[src/rtl/ex_mem_pipe_stage_pkg.sv]
// Shared EX/MEM pipeline types.
// Access-size codes, control bundle and skid states.
package ex_mem_pipe_stage_pkg;

  localparam logic [1:0] SIZE_B = 2'd0;
  localparam logic [1:0] SIZE_H = 2'd1;
  localparam logic [1:0] SIZE_W = 2'd2;

  typedef struct packed {
    logic       mem_read;
    logic       mem_write;
    logic [1:0] mem_size;
    logic       mem_unsigned;
    logic       reg_write;
    logic       mem_to_reg;
  } ex_mem_ctrl_t;

  localparam int EX_MEM_CTRL_W = $bits(ex_mem_ctrl_t);

  typedef enum logic [1:0] {
    ST_EMPTY = 2'd0,
    ST_ONE   = 2'd1,
    ST_FULL  = 2'd2
  } skid_state_e;

endpackage

[src/rtl/ex_mem_pipe_stage_skid_buf.sv]
// Generic 2-entry skid buffer (or single register).
// Head entry drives the output; skid entry absorbs a stall.
module pipe_skid_buf
  import ex_mem_pipe_stage_pkg::*;
#(
  parameter int W       = 8,
  parameter bit SKID_EN = 1'b1
) (
  input  logic         clk_i,
  input  logic         rst_i,
  input  logic         flush_i,
  input  logic         in_valid_i,
  output logic         in_ready_o,
  input  logic [W-1:0] in_data_i,
  output logic         out_valid_o,
  input  logic         out_ready_i,
  output logic [W-1:0] out_data_o
);

  skid_state_e  state_q;
  logic         ready_q;
  logic [W-1:0] head_q;
  logic [W-1:0] skid_q;
  logic         in_fire;
  logic         out_fire;

  assign out_valid_o = (state_q != ST_EMPTY);
  assign out_data_o  = head_q;
  assign in_ready_o  = SKID_EN ? ready_q
                     : (!out_valid_o || out_ready_i);
  assign in_fire     = in_valid_i && in_ready_o;
  assign out_fire    = out_valid_o && out_ready_i;

  // Occupancy FSM; flush beats any handshake.
  always_ff @(posedge clk_i or posedge rst_i) begin
    if (rst_i) begin
      state_q <= ST_EMPTY;
      ready_q <= 1'b1;
      head_q  <= '0;
      skid_q  <= '0;
    end else if (flush_i) begin
      state_q <= ST_EMPTY;
      ready_q <= 1'b1;
    end else begin
      unique case (state_q)
        ST_EMPTY: begin
          if (in_fire) begin
            head_q  <= in_data_i;
            state_q <= ST_ONE;
          end
        end
        ST_ONE: begin
          if (in_fire && out_fire) begin
            head_q <= in_data_i;
          end else if (in_fire && SKID_EN) begin
            skid_q  <= in_data_i;
            state_q <= ST_FULL;
            ready_q <= 1'b0;
          end else if (out_fire) begin
            state_q <= ST_EMPTY;
          end
        end
        ST_FULL: begin
          if (out_fire) begin
            head_q  <= skid_q;
            state_q <= ST_ONE;
            ready_q <= 1'b1;
          end
        end
        default: begin
          state_q <= ST_EMPTY;
          ready_q <= 1'b1;
        end
      endcase
    end
  end

endmodule

[src/rtl/ex_mem_pipe_stage.sv]
// EX->MEM pipeline stage with handshake and flush.
// Side-effect controls are gated by out_valid.
module ex_mem_pipe_stage
  import ex_mem_pipe_stage_pkg::*;
#(
  parameter int DATA_W     = 32,
  parameter int REG_ADDR_W = 5,
  parameter bit SKID_EN    = 1'b1
) (
  input  logic                  clk,
  input  logic                  reset,
  input  logic                  flush,
  input  logic                  in_valid,
  output logic                  in_ready,
  input  logic                  mem_read_in,
  input  logic                  mem_write_in,
  input  logic [1:0]            mem_size_in,
  input  logic                  mem_unsigned_in,
  input  logic                  reg_write_in,
  input  logic                  mem_to_reg_in,
  input  logic [DATA_W-1:0]     alu_result_in,
  input  logic [DATA_W-1:0]     write_data_in,
  input  logic [REG_ADDR_W-1:0] write_reg_addr_in,
  output logic                  out_valid,
  input  logic                  out_ready,
  output logic                  mem_read,
  output logic                  mem_write,
  output logic [1:0]            mem_size,
  output logic                  mem_unsigned,
  output logic                  reg_write,
  output logic                  mem_to_reg,
  output logic [DATA_W-1:0]     alu_result,
  output logic [DATA_W-1:0]     write_data,
  output logic [REG_ADDR_W-1:0] write_reg_addr
);

  localparam int PL_W = EX_MEM_CTRL_W + 2*DATA_W + REG_ADDR_W;

  ex_mem_ctrl_t    ctrl_in;
  ex_mem_ctrl_t    ctrl_out;
  logic [PL_W-1:0] pl_in;
  logic [PL_W-1:0] pl_out;

  assign ctrl_in.mem_read     = mem_read_in;
  assign ctrl_in.mem_write    = mem_write_in;
  assign ctrl_in.mem_size     = mem_size_in;
  assign ctrl_in.mem_unsigned = mem_unsigned_in;
  assign ctrl_in.reg_write    = reg_write_in;
  assign ctrl_in.mem_to_reg   = mem_to_reg_in;

  assign pl_in = {ctrl_in, alu_result_in,
                  write_data_in, write_reg_addr_in};

  pipe_skid_buf #(
    .W       (PL_W),
    .SKID_EN (SKID_EN)
  ) u_buf (
    .clk_i       (clk),
    .rst_i       (reset),
    .flush_i     (flush),
    .in_valid_i  (in_valid),
    .in_ready_o  (in_ready),
    .in_data_i   (pl_in),
    .out_valid_o (out_valid),
    .out_ready_i (out_ready),
    .out_data_o  (pl_out)
  );

  assign {ctrl_out, alu_result,
          write_data, write_reg_addr} = pl_out;

  assign mem_read     = ctrl_out.mem_read  & out_valid;
  assign mem_write    = ctrl_out.mem_write & out_valid;
  assign reg_write    = ctrl_out.reg_write & out_valid;
  assign mem_size     = ctrl_out.mem_size;
  assign mem_unsigned = ctrl_out.mem_unsigned;
  assign mem_to_reg   = ctrl_out.mem_to_reg;

endmodule

[config.mk]
export PLATFORM = sky130hd
export DESIGN_NAME = ex_mem_pipe_stage
export DESIGN_NICKNAME = d
export VERILOG_FILES = /design/src/rtl/ex_mem_pipe_stage_pkg.sv /design/src/rtl/ex_mem_pipe_stage_skid_buf.sv /design/src/rtl/ex_mem_pipe_stage.sv
export SDC_FILE = /design/constraint.sdc
export NUM_CORES = 1
export LEC_CHECK = 0
export ABC_CLOCK_PERIOD_IN_PS = 5300
export CELL_PAD_IN_SITES_DETAIL_PLACEMENT = 1
export CELL_PAD_IN_SITES_GLOBAL_PLACEMENT = 1
export CORE_MARGIN = 3
export CORE_UTILIZATION = 36
export CTS_CLUSTER_SIZE = 12
export DETAILED_ROUTE_END_ITERATION = 16
export GPL_ROUTABILITY_DRIVEN = 1
export PLACE_DENSITY_LB_ADDON = 0.3
export SLEW_MARGIN = 25
export SYNTH_ARGS = -nofsm -noshare
export SYNTH_HDL_FRONTEND = slang
export SYNTH_SLANG_ARGS = --single-unit
[constraint.sdc]
create_clock -name clk -period 5.3 [get_ports clk]
set_input_delay 0.795 -clock clk [delete_from_list [all_inputs] [get_ports clk]]
set_output_delay 0.795 -clock clk [all_outputs]
set_load 0.1 [all_outputs]
==> results by group <==
Drt
  • Vias per cell: 4.78
  • DRC Markers: 0
  • DRT iter0 DRCs: 111
  • Pre-antenna DRT Iters: 4
  • DRT antenna net count: 0
  • Final WL: 16000 um
  • Vias after detailed routing: 4487
  • DR WL/cell: 17.0 um

Critical path
  • Critical path class: register to primary output
  • Required time worst endpoint: 4.51 ns
  • Worst path buffer plus inverter count: 1
  • Slowest Stage Delay on Critical Path: 1.15 ns
  • Worst setup EP type: primary output
  • Crit-path slowest cell: clkdlybuf4s50_1
  • Max Fanout on Critical Path: 10
  • CP startpoint kind: register
  • CP Cell Sequence: nor2_1 -> nor2b_1 -> clkdlybuf4s50_1
  • CP delay by family, top: buffers and inverters
  • Critical Path AT: 2.45 ns

Timing
  • Skew final: 0.00529 ns
  • Tightest Pin Transition: 1.07 ns
  • Period Utilization, post-route: 61.3%
  • Final min period: 3.25 ns
  • Hold violation total from the final report: 0
  • Slew Viols, Final: 0
  • Worst slew margin: 28.6%
  • RSZ-0062 raised after global routing: no
  • TNS Setup: 0 ns
  • Max frequency: 308 MHz
  • Setup violators final: 0

Synth
  • Mapped Area: 7040 um^2
  • Compound-Gate Fraction of Synth Area: 6.08%
  • Cells after Synth: 588
  • Post-synthesis adder-cell area fraction: 0%
  • Combinational family with the most area after synthesis: multiplexers
  • Netlist cell types: 26
  • Synth Area per Inst: 12.0 um^2
  • Synth Area in XOR/XNOR: 0%
  • Top post-synthesis cells by area: dfrtp_1, mux2_2, mux2i_1
  • Synth top area share: 54.7%
  • Synth area leader: dfrtp_1
  • YS warnings: 0
  • Post-synthesis mux area share: 23.1%
  • Post-Synth Simple-Gate Area: 5.33%
  • Seq/Total Area, Yosys: 55.1%
  • Syn_nets: 669
  • Yosys reg bits: 155

Power and ir drop
  • Power per Cell Area: 523 nW/um^2
  • Overall Power: 0.00466 W
  • Switching part of the total: 40.8%
  • Worst vdd ir: 0.259 mV
  • Reg power frac: 36.4%
  • Comb pwr share: 37.6%
  • Clock power share: 26.0%
  • P_int: 0.00276 W
  • Switching power: 0.00190 W
  • Static leakage: 3.76 nW

Final layout
  • Area occupied by registers: 3880 um^2
  • Area Overhead vs Synth: 26.7%
  • N_diodes: 0
  • Core Util, Final: 47.0%
  • Final net count: 747
  • # fillers: 1975
  • Area occupied by multi-input gates: 2450 um^2
  • Final Non-Filler Cells: 939
  • Fraction of layout cells with a size suffix above 1: 16.9%

Clocking
  • Hold-fix buffers, CTS: 0
  • CTS tree: yes
  • Clk Tree Root Cell: clkbuf_16
  • CTS HTree Levels: 4
  • Post-CTS Setup Repair Bufs: 0
  • Clock buffer depth: 2
  • Num CTS Buffers: 17
  • Clk sinks: 155
  • Register clock-pin slew on the reported worst setup and hold paths: 0.06 ns
  • Post_cts resized: 0
  • Worst-Skew Late Latency: 0.40 ns

Die
  • Core region area: 19000 um^2
  • # IOs: 159
  • Number of cell rows: 50
  • Initial Util: 37.1%
  • Die Y: 146 um
  • Die Area: 21300 um^2
  • Die Wd: 146 um

Place
  • DP HPWL: 10800 um
  • PortBufs: 158
  • Gpl congestion: 0.725
  • Placed Cells incl. Taps: 906

Run
  • Max Cap Violations: 0

Status
  • Status: complete, no violations

Global routing
  • Via count of the first global-routing pass: 5005
  • Total gr overflow: 0
  • Antenna violations before repair: 0
  • First-pass GRT wire length: 26500 um
  • GRT Util Overall: 15.5%
  • Largest net degree at the start of global routing: 87

Min path
  • Type of the worst min-delay path: register to register
## registers in the layout, summed over array words and instances, names as in the netlist
| signal | flops |
|---|---|
| u_buf.skid_q | 76 |
| u_buf.in_ready_o | 1 |
| u_buf.out_data_o | 76 |
| u_buf.state_q | 2 |
## Yosys cell counts (all sizes together)
| cell type | n |
|---|---|
| o21ai | 76 |
| nor3 | 1 |
| nor2 | 3 |
| nand4bb | 1 |
| mux2i | 77 |
| o31ai | 1 |
| o21bai | 1 |
| o22a | 1 |
| clkbuf | 8 |
| nand2b | 1 |
| inv | 2 |
| buf | 97 |
| nor2b | 5 |
| o21a | 1 |
| nand2 | 79 |
| a21oi | 1 |
| nand4 | 1 |
| mux2 | 76 |
| dfrtp | 154 |
| dfstp | 1 |
| o41a | 1 |
## power by group through the flow
| stage | sequential [W] | combinational, W | clock [W] |
|---|---|---|---|
| 3_5_place_dp | 0.00172 | 0.00177 | 0 |
| 6_report | 0.00170 | 0.00175 | 0.00121 |
| 4_1_cts | 0.00170 | 0.00177 | 0.00125 |
| 5_1_grt | 0.00174 | 0.00184 | 0.00130 |
| 3_3_place_gp | 0.00169 | 0.00173 | 0 |
| 2_1_floorplan | 0.00169 | 0.00151 | 0 |
## worst reg2reg max path, delay by kind of cell (launching register included)
family,cells,cell delay (ns)
buffers and inverters,2,0.60
DFF,1,0.54
and+or+nand+nor,1,0.49
muxes,1,0.33
AOI/OAI and AO/OA,1,0.10
## kinds of logic after synthesis
kind of cell    Yosys count
compound gates           82
buf+inv                 107
flops                   155
mux                     153
simple gates             91
## layout make-up
cell class	count	area share, %
Inverter	2	0.140
Tap cell	260	3.65
Multi-Input combinational cell	326	27.4
Clock buffer	21	4.94
Timing Repair Buffer	164	18.7
Sequential cell	155	43.5
Clock inverter	11	1.63
## path summary, 6_finish.rpt
| kind | depth (start not counted) | start | slack, ns | endpoint |
|---|---|---|---|---|
| max in group asynchronous | 3 | reset | 3.34 | u_buf.out_data_o[37]$_DFFE_PP0P_ |
| max | 3 | u_buf.state_q[1]$_DFFE_PP0P_ | 2.05 | mem_read |
| min reg2reg | 2 | u_buf.out_data_o[71]$_DFFE_PP0P_ | 0.48 | u_buf.out_data_o[71]$_DFFE_PP0P_ |
| min in group asynchronous | 2 | reset | 0.88 | u_buf.out_data_o[29]$_DFFE_PP0P_ |
| min | 2 | u_buf.out_data_o[71]$_DFFE_PP0P_ | 0.48 | u_buf.out_data_o[71]$_DFFE_PP0P_ |
| max reg2reg | 5 | u_buf.state_q[1]$_DFFE_PP0P_ | 3.10 | u_buf.out_data_o[42]$_DFFE_PP0P_ |
## metal layers
layer	global-route usage [%]	wire [um]
met1	19.6	7140
met2	26.2	7900
met3	4.27	719
met4	4.13	195
met5	0	0
## layout by cell type, fill, tap and decap left out, types with 2 or more instances in the layout
| cell | n |
|---|---|
| inv_6 | 2 |
| clkinvlp_4 | 3 |
| clkdlybuf4s50_1 | 158 |
| bufinv_16 | 3 |
| dfrtp_1 | 154 |
| mux2_2 | 76 |
| buf_4 | 2 |
| clkinv_2 | 3 |
| nor2b_1 | 3 |
| mux2i_1 | 77 |
| o21ai_1 | 76 |
| nor2b_4 | 2 |
| nor2_1 | 3 |
| clkbuf_16 | 17 |
| clkbuf_1 | 4 |
| buf_12 | 3 |
| nand2_1 | 79 |
## per-stage QoR
step                instance area, um^2  hold slack [ns]  setup WS (ns)
floorplan                          7040            0.447          0.329
global placement                   8300            0.464           2.11
detailed placement                 8310            0.475           2.32
CTS                                8900            0.488           2.00
global route                       8920            0.510           1.93
finish                             8920            0.482           2.05
Note: power is estimated with default switching activity, not from simulation.
